## src/rtl/clkbuf_sink_monitor.sv

```systemverilog
// Counts rising edges of a buffered clock tap per WINDOW-cycle window; flags dead branch (LOST) and sticky out-of-range (FAULT).
// Optional macro CLKMON_LOSS_TIMEOUT_EN adds an idle timeout (LOSS_TO) that raises LOST before the window closes.
module clkbuf_sink_monitor #(
    parameter int WINDOW      = 16,
    parameter int CNT_W       = 8,
    parameter int SYNC_STAGES = 2
`ifdef CLKMON_LOSS_TIMEOUT_EN
    ,
    parameter int LOSS_TO     = 2 * WINDOW
`endif
) (
    input  logic             CLK,
    input  logic             RN,
    input  logic             EN,
    input  logic             A,
    input  logic [CNT_W-1:0] LO,
    input  logic [CNT_W-1:0] HI,
    input  logic             CLR,
    output logic [CNT_W-1:0] COUNT,
    output logic             VALID,
    output logic             LOST,
    output logic             FAULT
);

    localparam int               WIN_W    = $clog2(WINDOW);
    localparam logic [WIN_W-1:0] WIN_LAST = WIN_W'(WINDOW - 1);
    localparam logic [CNT_W-1:0] CNT_MAX  = '1;

    logic [SYNC_STAGES-1:0] r_sync;
    logic                   r_prev;
    logic [SYNC_STAGES:0]   r_arm;
    logic [WIN_W-1:0]       r_win;
    logic [CNT_W-1:0]       r_edges;
    logic [CNT_W-1:0]       r_count;
    logic                   r_valid;
    logic                   r_lost;
    logic                   r_fault;

    logic                   w_rise;
    logic                   w_term;
    logic [CNT_W-1:0]       w_final;
    logic                   w_viol;
    logic                   w_lost_nxt;

    // Arming delay matches the synchronizer depth so a tap already high at reset is not seen as an edge.
    always_ff @(posedge CLK or negedge RN) begin
        if (!RN) begin
            r_sync <= '0;
            r_prev <= 1'b0;
            r_arm  <= '0;
        end else begin
            r_sync <= {r_sync[SYNC_STAGES-2:0], A};
            r_prev <= r_sync[SYNC_STAGES-1];
            r_arm  <= {r_arm[SYNC_STAGES-1:0], 1'b1};
        end
    end

    assign w_rise  = r_sync[SYNC_STAGES-1] & ~r_prev & r_arm[SYNC_STAGES];
    assign w_term  = EN && (r_win == WIN_LAST);
    assign w_final = (r_edges == CNT_MAX) ? r_edges : r_edges + CNT_W'(w_rise);
    assign w_viol  = (w_final < LO) || (w_final > HI);

    always_ff @(posedge CLK or negedge RN) begin
        if (!RN) begin
            r_win   <= '0;
            r_edges <= '0;
            r_count <= '0;
            r_valid <= 1'b0;
        end else if (!EN) begin
            r_win   <= '0;
            r_edges <= '0;
            r_valid <= 1'b0;
        end else if (w_term) begin
            r_win   <= '0;
            r_edges <= '0;
            r_count <= w_final;
            r_valid <= 1'b1;
        end else begin
            r_win   <= r_win + WIN_W'(1);
            r_edges <= w_final;
            r_valid <= 1'b0;
        end
    end

    // A violating close beats a coincident CLR.
    always_ff @(posedge CLK or negedge RN) begin
        if (!RN) begin
            r_fault <= 1'b0;
        end else if (w_term && w_viol) begin
            r_fault <= 1'b1;
        end else if (CLR) begin
            r_fault <= 1'b0;
        end
    end

`ifdef CLKMON_LOSS_TIMEOUT_EN
    localparam int                IDLE_W   = $clog2(LOSS_TO + 1);
    localparam logic [IDLE_W-1:0] IDLE_TO  = IDLE_W'(LOSS_TO);
    localparam logic [IDLE_W-1:0] IDLE_PRE = IDLE_W'(LOSS_TO - 1);

    logic [IDLE_W-1:0] r_idle;
    logic              w_timeout;

    assign w_timeout = EN && !w_rise && (r_idle == IDLE_PRE);

    always_ff @(posedge CLK or negedge RN) begin
        if (!RN) begin
            r_idle <= '0;
        end else if (!EN || w_rise) begin
            r_idle <= '0;
        end else if (r_idle != IDLE_TO) begin
            r_idle <= r_idle + IDLE_W'(1);
        end
    end

    assign w_lost_nxt = w_timeout | (w_term ? (w_final == '0) : r_lost);
`else
    assign w_lost_nxt = w_term ? (w_final == '0) : r_lost;
`endif

    always_ff @(posedge CLK or negedge RN) begin
        if (!RN) begin
            r_lost <= 1'b0;
        end else begin
            r_lost <= w_lost_nxt;
        end
    end

    assign COUNT = r_count;
    assign VALID = r_valid;
    assign LOST  = r_lost;
    assign FAULT = r_fault;

endmodule

```

## config.mk

```make
export PLATFORM = sky130hd
export DESIGN_NAME = clkbuf_sink_monitor
export DESIGN_NICKNAME = d
export VERILOG_FILES = /design/src/rtl/clkbuf_sink_monitor.sv
export SDC_FILE = /design/constraint.sdc
export NUM_CORES = 1
export LEC_CHECK = 0
export CORE_MARGIN = 4
export CORE_UTILIZATION = 54
export CTS_BUF_LIST = sky130_fd_sc_hd__clkbuf_4 sky130_fd_sc_hd__clkbuf_8 sky130_fd_sc_hd__clkbuf_16
export CTS_CLUSTER_DIAMETER = 30
export DETAILED_ROUTE_END_ITERATION = 16
export HOLD_SLACK_MARGIN = 0.15
export PLACE_DENSITY = 0.89
export SYNTH_ARGS = -nofsm -noshare
export SYNTH_HDL_FRONTEND = slang
export SYNTH_SLANG_ARGS = --single-unit
```

## constraint.sdc

```tcl
create_clock -name CLK -period 6.3 [get_ports CLK]
set_input_delay 1.26 -clock CLK [delete_from_list [all_inputs] [get_ports CLK]]
set_output_delay 1.26 -clock CLK [all_outputs]
set_load 0.02 [all_outputs]
```

Word-level counts from Yosys, hierarchy flattened
Cells that the tools add are included.
Storage, ports and cells
  register bits: 29
  input bits: 21
  output and inout port bits: 11
  logic and storage cells: 33
Operators by class
  add/subtract/negate cells: 2
  $lt $le $gt $ge: 2
  equality and inequality tests: 2
  multiplexer cells: 9
  bitwise gates (word level): 3
  reduce and logical (&&, ||, !) cells: 6
Operator list (count)
  $mux 8: 3
  $add 8x1->8: 1
  $eq 8x8->1 const B: 1
  $gt 8x8->1: 1
  $logic_not 8->1: 1
  $lt 8x8->1: 1
  $mux 4: 2
  $add 4x1->4 const B: 1
  $eq 4x4->1 const B: 1
  $mux 1: 4
  $and 1x1->1: 2
  $logic_and 1x1->1: 2
  $reduce_and 2->1: 1
  $reduce_bool 2->1: 1
  $logic_or 1x1->1: 1
  $not 1->1: 1

Depth between registers and ports, before layout
Gate-level depths: netlist of the first run.
  word-level depth: 9
  mapped depth: 14
  gate-level depth less buffers: 14

Worst setup path after synthesis of the first run
No wires, ideal clock.
  path kind: reg2reg
  start: register r_sync[1]
  end: register r_fault (netlist: FAULT)
  setup time: 140 ps
  data arrival time: 2216 ps
  data required time: 6160 ps
  slack: 3944 ps
  cell stages (with the launch flop): 15
  buffers on the path: 0
  period minus slack after synthesis: 2356 ps
  cells stage by stage: dfrtp_1 -> nand2_1 -> nor2_1 -> ha_1 -> ha_1 -> and3_1 -> nand3_1 -> mux2i_2 -> inv_1 -> ha_1 -> nand4_1 -> o21ai_0 -> nor2_1 -> nand2_1 -> o221ai_1
On the way
  word-level cells in the longest chain between the ends: 8
  elaborated cells between the ends (all ways): 10
  classes of those cells: add/sub: 1; order compare: 2; mux: 2; bitwise: 2; reduce/logical: 3
RTL lines
  start: declaration: RTL line 29  | logic [SYNC_STAGES-1:0] r_sync;
  start signal: assignment: RTL line 52  | r_sync <= {r_sync[SYNC_STAGES-2:0], A};
  $and 1x1->1 * (2 in a row): RTL line 58  | assign w_rise = r_sync[SYNC_STAGES-1] & ~r_prev & r_arm[SYNC_STAGES];
  $add 8x1->8 *: RTL line 60  | assign w_final = (r_edges == CNT_MAX) ? r_edges : r_edges + CNT_W'(w_rise);
  $mux 8 *: RTL line 60
  via w_final[6]: RTL line 41  | logic [CNT_W-1:0] w_final;
  $lt 8x8->1 or $gt 8x8->1 (tied branches): RTL line 61  | assign w_viol = (w_final < LO) || (w_final > HI);
  $logic_or 1x1->1 *: RTL line 61
  $logic_and 1x1->1 *: RTL line 89  | end else if (w_term && w_viol) begin
  $mux 1 or $reduce_bool 2->1 (tied branches)
  end signal: assignment: RTL line 88  | r_fault <= 1'b0;
  end signal: assignment: RTL line 90  | r_fault <= 1'b1;
  end signal: assignment: RTL line 92  | r_fault <= 1'b0;
  end: declaration: RTL line 37  | logic r_fault;
Mark *: on every way through the listed nets, which the timed path passes. The rest lies on a longest branch.
A chain may end at the register's enable or synchronous reset.

Worst setup path in the final report of the first run
Same ends and word-level chain as after synthesis.

==> impl_results.md, run 1 <==
- Outcome: finished, final reports clean
- Row cnt: 19
- Sequential-to-total area share from yosys stat: 46.18%
- Share of cells above drive strength 1: under 10%
- Synth unique cells: 30
- LEAKAGE: roughly 1 nW
- Placed Area: between 1500 and 2000 um2
- Unrepaired setup endpoints after global routing: no
- Die Footprint: 3837 um2
- Period minus WS final: approximately 2.7 ns
- Worst-skew pair later-pin latency: 0.33 ns
- Mapped Nets: just over 200
- Mean cell area of the mapped netlist: ~9.6 um2
- Clock Pin Slew Worst Setup and Hold Paths: approximately 0.10 ns
- Cts bufs inserted: 5
- Worst hold path depth: 0
- Post-Layout Inst Area: ~2000 um2
- Postcts setup bufs: 0
- H-tree Lvls: 2
- Vias per inst: between 5 and 6
- R2R Setup Slk: around 3.6 ns
- Num ports: 32
- Hold Path Class: reg -> reg
- CP startpoint kind: flop
- GRT Total Usage: 20.05%
- Fillers: ~220
- Worst Path Arrival: between 2 and 3 ns
- Hold-fix buffer count after cts: 0
- Setup tns final: 0 ns
- Reg-to-reg critical path endpoint: FAULT
- Routability cong.: approximately 0.88
- Pins Over Slew Limit: 0
- Pre-CTS setup slack: about 3.4 ns
- DRT Wirelength: ~3400 um
- Number of global-route vias before repair: 1,346
- Pin count of the biggest net entering global routing: 30
- Core ar.: 2758 um2
- Worst R2R Start: r_sync[1]
- Antenna cells: 0
- Remaining Overflow, GRT: 0
- Area growth from synthesis to layout: 27.63%
- CP max FO: 4
- Clk sinks: 29
- Final ANT Viol Nets: 0
- CP Class: reg -> reg
- Synthesized flop and latch total: 29
- Max Cap Viol: 0
- Setup ws final: ~3.6 ns
- Die Ht: ~62 um
- CTS tree: yes
- DP HPWL: 2678 um
- Crit path from: r_sync[1]
- Worst Setup EP: FAULT
- R2R depth: 14
- Root Buffer: clkbuf_4
- Vias: 1,259
- Most frequent cells in the layout: 31 x clkdlybuf4s50_1, 29 x dfrtp_1, 24 x inv_1
- PostCTS Resize Cnt: 0
- DRC viols: 0
- Die width: a little over 60 um
- Peak supply drop: ~250 uV
- Per-cell routed wire length: around 14 um
- Initial antenna violation count: 0
- Synth Instances: about 160
- Synthesis Warnings: 0
- First-pass GRT wire length: approximately 5600 um
- Final Hold Fails: 0
- IO buf count: 31
- Power, Total: about 0.00038 W
- Initial core utilization: 56.99%
- Final Setup Violations: 0
- Fmax: around 0.37 GHz
- Mapped cell area: roughly 1600 um2
- Filler-free cell count of the finished design: between 200 and 250
- Drt initial violations: 30
- Longest Clk Path Bufs: 2
- Drt pass-1 iters: 4
- Fin crit share: 42.94%
- Skew final: between 0.007 and 0.008 ns
- Power Density: ~190 nW/um2
- Worst EP required: about 6.5 ns
- Final net count: roughly 240
- Hold Startpoint: r_sync[0]
- Commonest non-fill, non-tap cell in the layout: clkdlybuf4s50_1
- Critical Path Sink Type: flop
- # placed instances: between 200 and 250
## cell families after synthesis
kind of cell	after synthesis	share of synthesized area (%)
and+or+nand+nor	55	17.75
DFF	29	46.18
buffers and inverters	26	6.449
AOI/OAI and AO/OA	25	9.315
adders and majority gates	18	14.33
xor gates and xnor gates	6	3.345
muxes	3	2.389
other	1	0.2386
## critical path, cell delays in order, from the launching register on
cell,delay [ns]
dfrtp_1,0.39
nand2_1,0.07
nor2_1,0.04
ha_1,0.21
ha_1,0.25
and3_1,0.23
nand3_1,0.11
mux2i_2,0.31
inv_1,0.10
ha_1,0.31
nand4_1,0.13
o21ai_0,0.20
nor2_1,0.06
nand2_1,0.06
o221ai_1,0.11
## registers in the layout (all words and copies together), names as in the netlist
signal,cells
COUNT,8
FAULT,1
LOST,1
VALID,1
r_arm,3
r_edges,8
r_prev,1
r_sync,2
r_win,4
## per-stage QoR
step	hold slack (ns)	utilization (%)
floorplan	0.3312	-
global placement	0.3327	69.51
detailed placement	0.3381	69.51
CTS	0.3604	72.73
global route	0.3705	72.73
finish	0.3555	72.73
## power by group
part	internal [W]	switching (W)	leakage (nW)
combinational	0.0000176	0.0000152	0.586
sequential	0.000190	0.00000241	0.388
clock	0.0000943	0.0000656	0.0445
total	0.000302	0.0000832	1.02
## cell type report
type                       instances  area (um2)  area share (%)
clock buffer                       6       51.30           2.558
clock inverter                     2       37.54           1.871
inverter                          24       90.09           4.492
multi-input combinational        108       744.5           37.12
sequential                        29       725.7           36.18
tap                               31       38.79           1.934
timing repair buffer              32       317.8           15.85
## synth_stat cells
| cell type | number | share of area, % |
|---|---|---|
| a21oi_1 | 6 | 1.9 |
| o21ai_0 | 11 | 3.5 |
| nor2_2 | 2 | 0.80 |
| a311oi_1 | 2 | 1.1 |
| nor2_1 | 14 | 3.3 |
| nor4_1 | 1 | 0.40 |
| mux2i_2 | 2 | 1.8 |
| and3_1 | 1 | 0.40 |
| clkbuf_1 | 1 | 0.24 |
| nand2b_1 | 1 | 0.40 |
| and3_4 | 1 | 0.72 |
| nand4_2 | 1 | 0.80 |
| conb_1 | 1 | 0.24 |
| and2_1 | 2 | 0.80 |
| o211ai_1 | 2 | 0.96 |
| xor2_1 | 3 | 1.7 |
| xnor2_1 | 3 | 1.7 |
| buf_4 | 1 | 0.48 |
| and2b_1 | 3 | 1.4 |
| mux2i_1 | 1 | 0.64 |
| a31oi_1 | 1 | 0.40 |
| dfrtp_1 | 29 | 46 |
| ha_1 | 18 | 14 |
| inv_1 | 24 | 5.7 |
| nand4_1 | 6 | 2.4 |
| nand3_1 | 6 | 1.9 |
| nor2b_1 | 2 | 0.80 |
| nand2_1 | 15 | 3.6 |
| o221ai_1 | 2 | 1.1 |
| o21ai_1 | 1 | 0.32 |
## how the worst min path moves through the flow
stage / to / slack, ns
5_1_grt: r_sync[1] / 0.37
6_report: r_sync[1] / 0.36
4_1_cts: r_sync[1] / 0.36
3_3_place_gp: r_arm[1] / 0.33
3_5_place_dp: r_sync[1] / 0.34
2_1_floorplan: r_arm[1] / 0.33
## per-layer routing
layer | GRT usage (%) | share of wire [%]
met1 | 22.79 | 40
met3 | 5.165 | 5.3
met4 | 6.970 | 1.1
met5 | 0 | 0
met2 | 36.09 | 53
(Power assumes the default switching activity.)
==> inputs of run 2 (changes only) <==
--- a/config.mk
+++ b/config.mk
@@ -6,12 +6,12 @@
 export NUM_CORES = 1
 export LEC_CHECK = 0
 export CORE_MARGIN = 4
-export CORE_UTILIZATION = 54
+export CORE_UTILIZATION = 50
 export CTS_BUF_LIST = sky130_fd_sc_hd__clkbuf_4 sky130_fd_sc_hd__clkbuf_8 sky130_fd_sc_hd__clkbuf_16
 export CTS_CLUSTER_DIAMETER = 30
 export DETAILED_ROUTE_END_ITERATION = 16
 export HOLD_SLACK_MARGIN = 0.15
-export PLACE_DENSITY = 0.89
+export PLACE_DENSITY = 0.84
 export SYNTH_ARGS = -nofsm -noshare
 export SYNTH_HDL_FRONTEND = slang
 export SYNTH_SLANG_ARGS = --single-unit
==> constraint.sdc (replaced) <==
create_clock -name CLK -period 2.71 [get_ports CLK]
set_input_delay 0.542 -clock CLK [delete_from_list [all_inputs] [get_ports CLK]]
set_output_delay 0.542 -clock CLK [all_outputs]
set_load 0.02 [all_outputs]
==> run 2 against run 1 <==
Effect of this change:
- total power increased by 140%
- first-iteration DRC count grew 57%
- design area is 4.9% higher
- sequential cell count stayed put
- die area increased by 6.9%
- via count rose by 1.8%
- clock skew decreased by 0.0044 ns
- critical path depth shrank 2
- final cell count increased by 6.5%
- combinational power up 140%
- clock power grew 140%
- clock-buffer cell count up 1
- critical path type unchanged
- largest cell class unchanged
- largest power group unchanged
- highest routed layer unchanged
==> impl_results.md, run 2 (synthesized netlist as in run 1, its figures left out) <==
- Outcome: finished, final reports clean (unchanged)
- Worst R2R Start: r_sync[1] (unchanged)
- Drt pass-1 iters: 4 (unchanged)
- First-pass GRT wire length: 5720 um (was 5630 um)
- DRT Wirelength: 3505 um (was 3355 um)
- Worst path depth: 12 (was 14)
- Die Footprint: 4104 um2 (was 3837 um2)
- CTS tree: yes (unchanged)
- Clock power share: 41.9% (was 41.5%)
- R2R depth: 12 (was 14)
- Final Setup Violations: 0 (unchanged)
- Most frequent cells in the layout: 31 x clkdlybuf4s50_1, 29 x dfrtp_1, 22 x inv_1 (was 31 x clkdlybuf4s50_1, 29 x dfrtp_1, 24 x inv_1)
- DRC viols: 0 (unchanged)
- Share of cells above drive strength 1: 13.79% (was 7.463%)
- Num ports: 32 (unchanged)
- GRT Total Usage: 18.38% (was 20.05%)
- Setup ws final: 0.1894 ns (was 3.595 ns)
- Fmax: 0.3967 GHz (was 0.3697 GHz)
- Worst Path Arrival: 2.72 ns (was 2.90 ns)
- Core ar.: 3028 um2 (was 2758 um2)
- IO buf count: 31 (unchanged)
- Hold Path Class: reg -> reg (unchanged)
- CP max FO: 4 (unchanged)
- Peak supply drop: 403.4 uV (was 251.3 uV)
- Worst EP required: 2.91 ns (was 6.50 ns)
- CP max-delay cell: dfrtp_1 (unchanged)
- Max Cap Viol: 0 (unchanged)
- Longest Clk Path Bufs: 2 (unchanged)
- Post-Layout Inst Area: 2103 um2 (was 2006 um2)
- Row cnt: 20 (was 19)
- Root Buffer: clkbuf_4 (unchanged)
- Die width: 64.06 um (was 61.95 um)
- Drt initial violations: 47 (was 30)
- Switching power: 0.0001917 W (was 0.00008318 W)
- Power, Total: 0.0009053 W (was 0.0003850 W)
- Number of global-route vias before repair: 1,268 (was 1,346)
- LEAKAGE: 1.021 nW (was 1.019 nW)
- Placed Area: 1941 um2 (was 1917 um2)
- CP Class: reg -> reg (unchanged)
- Critical Path Sink Type: flop (unchanged)
- Cts bufs inserted: 5 (unchanged)
- Vias: 1,282 (was 1,259)
- Int Pwr: 0.0007136 W (was 0.0003018 W)
- Clk sinks: 29 (unchanged)
- Clock Pin Slew Worst Setup and Hold Paths: 0.09 ns (was 0.10 ns)
- Remaining Overflow, GRT: 0 (unchanged)
- Antenna cells: 0 (unchanged)
- Fin crit share: 93.01% (was 42.94%)
- Max stage delay on crit path: 0.36 ns (was 0.39 ns)
- Initial antenna violation count: 0 (unchanged)
- Sequential share of power: 49.4% (was 50.0%)
- Pins Over Slew Limit: 0 (unchanged)
- H-tree Lvls: 2 (unchanged)
- Hold-fix buffer count after cts: 0 (unchanged)
- Sw frac: 21.18% (was 21.61%)
- Pin count of the biggest net entering global routing: 30 (unchanged)
- Final net count: 241 (was 239)
- Die Ht: 64.06 um (was 61.95 um)
- CP startpoint kind: flop (unchanged)
- Worst-skew pair later-pin latency: 0.32 ns (was 0.33 ns)
- CP bufs+invs: 1 (unchanged)
- Cell family with most CP delay: compound AO/OA/AOI/OAI gates (was adder cells)
- Per-cell routed wire length: 14.19 um (was 14.46 um)
- Power Density: 430.4 nW/um2 (was 192.0 nW/um2)
- Fillers: 222 (was 215)
- Period minus WS final: 2.521 ns (was 2.705 ns)
- Share of total power in combinational logic: 8.7% (was 8.5%)
- R2R Setup Slk: 0.19 ns (was 3.60 ns)
- Area growth from synthesis to layout: 33.84% (was 27.63%)
- Worst Setup EP: FAULT (unchanged)
- Pre-CTS setup slack: 0.09909 ns (was 3.387 ns)
- Vias per inst: 5.190 (was 5.427)
- Crit path from: r_sync[1] (unchanged)
- Commonest non-fill, non-tap cell in the layout: clkdlybuf4s50_1 (unchanged)
- Final ANT Viol Nets: 0 (unchanged)
- Reg-to-reg critical path endpoint: FAULT (unchanged)
- Final Hold Fails: 0 (unchanged)
- CP cell instances: nand2_1, nor2_1, ha_2, and3_4, and2b_1, mux2i_2, inv_2, ha_1, a21oi_1, o21ai_0, o221ai_2, o221ai_1 (was nand2_1, nor2_1, ha_1, ha_1, and3_1, nand3_1, mux2i_2, inv_1, ha_1, nand4_1, o21ai_0, nor2_1, nand2_1, o221ai_1)
- Routability cong.: 0.8466 (was 0.8790)
- DP HPWL: 2799 um (was 2678 um)
- Skew final: 0.003153 ns (was 0.007519 ns)
- Initial core utilization: 51.90% (was 56.99%)
[run 2: power by group through the flow]
stage,registers (W),logic [W],clock network [W]
2_1_floorplan,0.000455,0.0000283,0
3_3_place_gp,0.000455,0.0000723,0
4_1_cts,0.000447,0.0000774,0.000387
3_5_place_dp,0.000456,0.0000769,0
5_1_grt,0.000448,0.0000882,0.000409
6_report,0.000447,0.0000787,0.000379
[run 2: layout make-up]
class | instances | area (um2) | area share [%]
clock inverters | 1 | 30.03 | 1.428
clock buffers | 7 | 58.81 | 2.796
multi-input cells | 108 | 810.8 | 38.55
inverters | 24 | 90.09 | 4.283
repair buffers | 34 | 332.8 | 15.82
flip-flops and latches | 29 | 725.7 | 34.50
well taps | 44 | 55.05 | 2.617
[run 2: metrics by stage]
stage | setup TNS (ns) | hold slack, ns | cells | utilization [%]
global route | -0.03227 | 0.3635 | 247 | 69.46
detailed placement | 0 | 0.3347 | 238 | 64.09
finish | 0 | 0.3553 | 247 | 69.46
floorplan | 0 | 0.2464 | 163 | -
CTS | 0 | 0.3554 | 246 | 67.02
global placement | 0 | 0.3337 | 238 | 64.09
[run 2: worst min-delay path by stage]
stage / slack [ns] / cells after the start / end / from
2_1_floorplan: 0.25 / 0 / COUNT[0] / RN
3_3_place_gp: 0.33 / 0 / r_arm[1] / r_arm[0]
3_5_place_dp: 0.33 / 0 / r_sync[1] / r_sync[0]
4_1_cts: 0.36 / 0 / r_sync[1] / r_sync[0]
5_1_grt: 0.36 / 0 / r_sync[1] / r_sync[0]
6_report: 0.36 / 0 / r_sync[1] / r_sync[0]
[run 2: timing repair]
item,4_1_cts,5_1_grt
buffers inserted,0,1
endpoints found under the setup margin,0,1
resized for setup,0,15
[run 2: metal layers]
metal / global-route usage [%] / share of wire (%)
met4: 6.469 / 1.7
met2: 31.35 / 53
met1: 21.84 / 42
met3: 5.448 / 4.0
met5: 0 / 0
